$ cat config.mk
export PLATFORM = sky130hd
export DESIGN_NAME = debounce_edge
export DESIGN_NICKNAME = d
export VERILOG_FILES = /design/src/rtl/debounce_edge.sv
export SDC_FILE = /design/constraint.sdc
export NUM_CORES = 1
export LEC_CHECK = 0
export ABC_AREA = 1
export CORE_MARGIN = 2
export CORE_UTILIZATION = 33
export DETAILED_ROUTE_END_ITERATION = 6
export GPL_TIMING_DRIVEN = 0
export HOLD_SLACK_MARGIN = 0.1
export PLACE_DENSITY_LB_ADDON = 0.1
export SLEW_MARGIN = 20
export SYNTH_ARGS = -nofsm -noshare
export SYNTH_HDL_FRONTEND = slang
export SYNTH_SLANG_ARGS = --single-unit
$ cat constraint.sdc
create_clock -name clk -period 4.35 [get_ports clk]
set_input_delay 0.87 -clock clk [delete_from_list [all_inputs] [get_ports clk]]
set_output_delay 0.87 -clock clk [all_outputs]
set_load 0.01 [all_outputs]
$ cat src/rtl/debounce_edge.sv
// -----------------------------------------------------------------------------
// debounce_edge
//
// Purpose:
//   Turns an asynchronous, bouncy mechanical input into a clean, clock-
//   synchronous level plus single-cycle rise/fall pulses. The input passes
//   through a 2-flop synchronizer. A new level is accepted only after
//   STABLE_CYCLES consecutive identical synchronized samples.
//
// Parameters:
//   STABLE_CYCLES - consecutive identical samples needed to accept a level
//                   (legal range 2 .. 2**CNT_W-1)
//   CNT_W         - stability counter width in bits
//
// Ports:
//   clk        in   system clock, all state on posedge
//   reset_n    in   asynchronous active-low reset, clears all state
//   raw_in     in   asynchronous bouncy input
//   level_out  out  debounced level (registered)
//   rise_pulse out  one-cycle pulse on level 0->1 (registered)
//   fall_pulse out  one-cycle pulse on level 1->0 (registered)
//   busy       out  high while a candidate transition is qualifying (registered)
// -----------------------------------------------------------------------------
module debounce_edge #(
    parameter int STABLE_CYCLES = 1000000,
    parameter int CNT_W         = 20
) (
    input  logic clk,
    input  logic reset_n,
    input  logic raw_in,
    output logic level_out,
    output logic rise_pulse,
    output logic fall_pulse,
    output logic busy
);

    typedef enum logic [1:0] {
        IDLE_LOW  = 2'd0,
        WAIT_HIGH = 2'd1,
        IDLE_HIGH = 2'd2,
        WAIT_LOW  = 2'd3
    } state_t;

    // Entering a WAIT state already counts the first matching sample, so the
    // last sample of a qualification is seen when cnt_q == STABLE_CYCLES-1.
    localparam logic [CNT_W-1:0] CNT_ONE  = CNT_W'(1);
    localparam logic [CNT_W-1:0] CNT_LAST = CNT_W'(STABLE_CYCLES - 1);

    logic             sync1_q;
    logic             sync2_q;
    logic [CNT_W-1:0] cnt_q;
    state_t           state_q;
    logic             level_q;
    logic             rise_q;
    logic             fall_q;
    logic             busy_q;

    always_ff @(posedge clk or negedge reset_n) begin
        if (!reset_n) begin
            sync1_q <= 1'b0;
            sync2_q <= 1'b0;
            cnt_q   <= '0;
            state_q <= IDLE_LOW;
            level_q <= 1'b0;
            rise_q  <= 1'b0;
            fall_q  <= 1'b0;
            busy_q  <= 1'b0;
        end else begin
            // Synchronizer: only sync2_q is ever looked at by the FSM.
            sync1_q <= raw_in;
            sync2_q <= sync1_q;

            // Pulses last a single cycle unless a qualification completes now.
            rise_q  <= 1'b0;
            fall_q  <= 1'b0;

            case (state_q)
                IDLE_LOW: begin
                    if (sync2_q) begin
                        state_q <= WAIT_HIGH;
                        cnt_q   <= CNT_ONE;
                        busy_q  <= 1'b1;
                    end else begin
                        cnt_q   <= '0;
                    end
                end

                WAIT_HIGH: begin
                    if (!sync2_q) begin
                        // Bounce: abandon without touching level or pulses.
                        state_q <= IDLE_LOW;
                        cnt_q   <= '0;
                        busy_q  <= 1'b0;
                    end else if (cnt_q == CNT_LAST) begin
                        state_q <= IDLE_HIGH;
                        cnt_q   <= '0;
                        busy_q  <= 1'b0;
                        level_q <= 1'b1;
                        rise_q  <= 1'b1;
                    end else begin
                        cnt_q   <= cnt_q + CNT_ONE;
                    end
                end

                IDLE_HIGH: begin
                    if (!sync2_q) begin
                        state_q <= WAIT_LOW;
                        cnt_q   <= CNT_ONE;
                        busy_q  <= 1'b1;
                    end else begin
                        cnt_q   <= '0;
                    end
                end

                WAIT_LOW: begin
                    if (sync2_q) begin
                        state_q <= IDLE_HIGH;
                        cnt_q   <= '0;
                        busy_q  <= 1'b0;
                    end else if (cnt_q == CNT_LAST) begin
                        state_q <= IDLE_LOW;
                        cnt_q   <= '0;
                        busy_q  <= 1'b0;
                        level_q <= 1'b0;
                        fall_q  <= 1'b1;
                    end else begin
                        cnt_q   <= cnt_q + CNT_ONE;
                    end
                end

                default: begin
                    state_q <= IDLE_LOW;
                    cnt_q   <= '0;
                    busy_q  <= 1'b0;
                end
            endcase
        end
    end

    assign level_out  = level_q;
    assign rise_pulse = rise_q;
    assign fall_pulse = fall_q;
    assign busy       = busy_q;

endmodule
Word-level counts from Yosys, hierarchy flattened
Cells that the tools add are included.
- register bits: 28
- latch bits: 0
- bits in writable memories: 0
- memory bits (read-only): 0
- input bits: 3
- output and inout port bits: 4
- word-level logic and storage cells: 55
- memories: 0
- add/subtract/negate cells: 1
- multiply operators: 0
- div/mod/pow operators: 0
- order comparisons: 0
- equal/unequal tests: 12
- shifts and indexed selects: 0
- multiplexer cells: 29
- bitwise gates (word level): 0
- reductions and logical operators: 5
- operators by type and width (operator ; number):
    $pmux 20 s4 ; 1
    $mux 20 ; 3
    $add 20x1->20 const B ; 1
    $eq 20x20->1 const B ; 1
    $mux 1 ; 16
    $mux 2 ; 6
    $ne 2x2->1 const B ; 6
    $pmux 2 s4 ; 1
    $ne 3x3->1 const B ; 2
    $reduce_and 5->1 ; 1
    $eq 2x2->1 const B ; 2
    $pmux 1 s4 ; 1
    $reduce_and 4->1 ; 1
    $eq 2x1->1 const B ; 1
    $logic_not 2->1 ; 1
    $pmux 1 s2 ; 1
    $reduce_and 2->1 ; 1
    $reduce_bool 2->1 ; 1

Depth between registers and ports, before layout
- depth after elaboration: 4
- depth in mapped cells: 9
- mapped depth without buffers: 9

Worst setup path before layout
OpenSTA, ideal clock, no wires.
- kind: register to register
- start: reg cnt_q[0]
- end: reg cnt_q[14]
- library setup time: 0.120 ns
- data arrival time: 1.254 ns
- path slack: 2.976 ns
- cell stages (with the launch flop): 8
- buffers on the path: 1
- clock period less this slack: 1.374 ns
- cells stage by stage: dfrtp_1 ha_1 nand2_1 nor3_4 nand3_4 nand2_4 buf_6 nor2_1
- longest elaborated chain between the ends: 4
- elaborated cells between the ends (all ways): 6
- classes of those cells: 1 x add/sub; 1 x eq/ne; 4 x mux
- RTL lines (element ; line ; source):
    start: declaration ; 51 ; logic [CNT_W-1:0] cnt_q;
    start signal: assignment ; 101 ; cnt_q <= cnt_q + CNT_ONE;
    start signal: assignment ; 127 ; cnt_q <= cnt_q + CNT_ONE;
    $add 20x1->20 / $eq 20x20->1 (equally long branches) ; -- ;
    $mux 20 (*) ; 94, 120 ;
    $mux 20, on equally long branches ; 116, 89 ;
    $pmux 20 s4 (*) ; 77 ; case (state_q)
Every way passes the cells marked *; elsewhere a longest branch is shown, timed or not.
A chain may end at the register's enable or synchronous reset.

Final worst setup path
- start: reg level_q (netlist: level_out)
- end: out level_out
- RTL lines (element ; line ; source):
    start: declaration ; 53 ; logic level_q;
    start signal: assignment ; 64 ; level_q <= 1'b0;
    start signal: assignment ; 98 ; level_q <= 1'b1;
    start signal: assignment ; 124 ; level_q <= 1'b0;
    end: declaration ; 31 ; output logic level_out,
No word-level cell between the ends.

==> results.cfg <==
[drt]
antenna_left = 0
wl_mm = 2.633
drc_errors = 0
via_per_inst = 4.634
avgRoutedWirePerCell_um = 11.20
drt_iter0_drc = 86
num_vias = 1089
drtPass1Iterations = 4

[synth]
ys_types = 24
synth_most_common_cell = nor2_1
synth_seq_cells = 28
ys.flop_type = dfrtp_1
yosysTopAreaCellShare_pct = 48.95
syn_area_per_cell_sq_um = 8.179
yosys.area.top_type = dfrtp_1
yosys.area_share.simple_pct = 34.88
syn_nets = 179
synth_area_leaders = dfrtp_1 (49%), nor2_1 (9.4%), nand2_1 (8.4%)
async_flop_share_pct = 100.0
synth_seq_area_share_pct = 48.95
yosys-top-cells-count = nor2_1 (36), nand2_1 (32), dfrtp_1 (28), inv_1 (20), nor3_1 (13)
synth_compound_area_share_pct = 4.545
synth_mux_area_share_pct = 0
synth_edf_count = 0
synth_top_family_by_area = simple AND/OR/NAND/NOR gates
yosysWarnings = 0
synth_fa_ha_area_share_pct = 0.8741
netlist_area_sq_um = 1431
synth_cells = 175
synth-xor-area-share_pct = 3.671

[cells_and_area]
drive_gt1_share_pct = 11.89
final_cells = 235
fin_util_pct = 39.25
syn2layout_area_growth_pct = 12.06
antennaDiodeCount = 0
nFillCells = 439
layout.nets = 190
fin_area_sq_um = 1604

[power_and_ir_drop]
clkPwrFrac_pct = 26.3
ir_worst_vdd_v = 0.0002663
power.net_switching_mw = 0.1871
intPower_mw = 0.4161
swShare_pct = 31.02
power.density_nw_per_um2 = 376.1
p_comb_share_pct = 22.8
pwr-share-seq_pct = 50.9
power_mw = 0.6032
leakagePower_nw = 0.7309

[global_route]
grt_pass1_vias = 1092
grt_max_degree = 29
antenna_found_initial = 0
overflow = 0
track_usage_pct = 12.32
grt_pass1_wl_mm = 4.850

[clock_network]
cts_root_buf = clkbuf_8
cts_max_path_buffers = 2
hold_buffers = 0
cts_tree = built
post_cts_buffers = 0
clk_latency_ns = 0.27
cts_inserted_buffers = 3
clkTransAtPathRegs_ns = 0.09
clock-sinks = 28
h-tree-depth = 1
cts_resized = 0

[critical_path]
path_buf_inv = 1
crit_fanout = 2
crit_end = level_out
path_depth = 1
worstPathRequired_ns = 3.48
critPathTopFamily = buffers and inverters
worstReg2RegStart = cnt_q[0]$_DFF_PN0_
max_stage_delay_ns = 0.54
r2r_slack_ns = 2.82
criticalPathCategory = register to output port
arrival_ns = 1.16
path_cells = clkdlybuf4s50_1
crit_slowest_cell = clkdlybuf4s50_1
r2r-end = state_q[0]$_DFFE_PN0P_
endpoint_kind = output port
crit_path_start_kind = register
rr_worst_depth = 7
crit_start = level_out$_DFFE_PN0P_

[sta]
fmax_mhz = 493.5
setup_viol = 0
hold_viol = 0
tns_ns = 0
worstMarginPinSlew_ns = 0.6219
slew_violations = 0
max_slew_margin_pct = 58.54
rsz0062_at_grt = false
period_needed_ns = 2.026
post-route-period-util_pct = 46.58
skew_ns = 0.003938

[place]
port_buffers = 6
place_congestion = 0.8705
dp_cells = 231
placed_area_sq_um = 1549
detailed_place_hpwl_mm = 1.983

[flow_run]
maxCapViolCount = 0

[floorplan]
io_pins = 7
start_util_pct = 35.03
die_y_um = 69.86
rows = 23
core_area_sq_um = 4086
die_area_sq_um = 4880
die_width_um = 69.86

[worst_hold_path]
holdCritPathClass = register to register

[status]
status = complete, no violations
==> routing by layer <==
metal	vias up	part of all wire [%]	track usage, %
li1	570	-	-
met1	502	50	15.84
met2	13	45	20.11
met3	4	2.9	3.608
met4	0	1.3	3.632
met5	-	0	0
==> cell families after synthesis <==
kind of cell             count (synthesis)
flip-flops                              28
AND/OR/NAND/NOR                        103
AO/OA/AOI/OAI                           12
adder cells (fa/ha/maj)                  1
XOR/XNOR                                 6
buffers and inverters                   25
==> per-stage QoR <==
step	worst slack (ns)	hold WS (ns)
finish	2.324	0.3540
detailed placement	2.607	0.3365
global placement	1.913	0.3327
CTS	2.294	0.3595
global route	2.265	0.3787
floorplan	2.976	0.3312
==> power groups by stage <==
stage / Combinational (mW) / Sequential, mW / Clock, mW
4_1_cts: 0.141 / 0.308 / 0.167
6_report: 0.138 / 0.307 / 0.158
3_5_place_dp: 0.141 / 0.313 / 0
3_3_place_gp: 0.141 / 0.311 / 0
5_1_grt: 0.164 / 0.313 / 0.182
2_1_floorplan: 0.0972 / 0.311 / 0
==> layout make-up <==
cell class                      instances  area (sq um)  area share [%]
Sequential cell                        28         700.7           43.68
Multi-Input combinational cell        122         629.4           39.24
Inverter                               24         90.09           5.616
Tap cell                               50         62.56           3.900
Clock buffer                            4         55.05           3.432
Timing Repair Buffer                    6         55.05           3.432
Buffer                                  1         11.26          0.7020
==> placed cells by master, fill, tap and decap left out, drive strengths merged <==
| cell type | n |
|---|---|
| xor2 | 5 |
| clkbuf | 4 |
| nor3 | 16 |
| a21oi | 3 |
| xnor2 | 1 |
| dfrtp | 28 |
| nand3b | 1 |
| ha | 1 |
| inv | 24 |
| buf | 2 |
| clkdlybuf4s50 | 5 |
| nand3 | 8 |
| o21ai | 8 |
| nor2 | 38 |
| nand4 | 4 |
| a31oi | 1 |
| nand2 | 36 |
==> how the worst min path moves through the flow <==
stage | slack [ns] | from | cells after the start | endpoint
final | 0.35 | sync1_q$_DFF_PN0_ | 0 | sync2_q$_DFF_PN0_
after global routing | 0.38 | sync1_q$_DFF_PN0_ | 0 | sync2_q$_DFF_PN0_
after CTS | 0.36 | sync1_q$_DFF_PN0_ | 0 | sync2_q$_DFF_PN0_
after detailed placement | 0.34 | sync1_q$_DFF_PN0_ | 0 | sync2_q$_DFF_PN0_
after global placement | 0.33 | sync1_q$_DFF_PN0_ | 0 | sync2_q$_DFF_PN0_
after floorplan | 0.33 | sync1_q$_DFF_PN0_ | 0 | sync2_q$_DFF_PN0_
==> state kept, by name, summed over array words and instances (netlist names), named ones only <==
register    flops
sync2_q         1
rise_pulse      1
level_out       1
cnt_q          20
sync1_q         1
state_q         1
busy            1
fall_pulse      1
(Power assumes the default switching activity.)
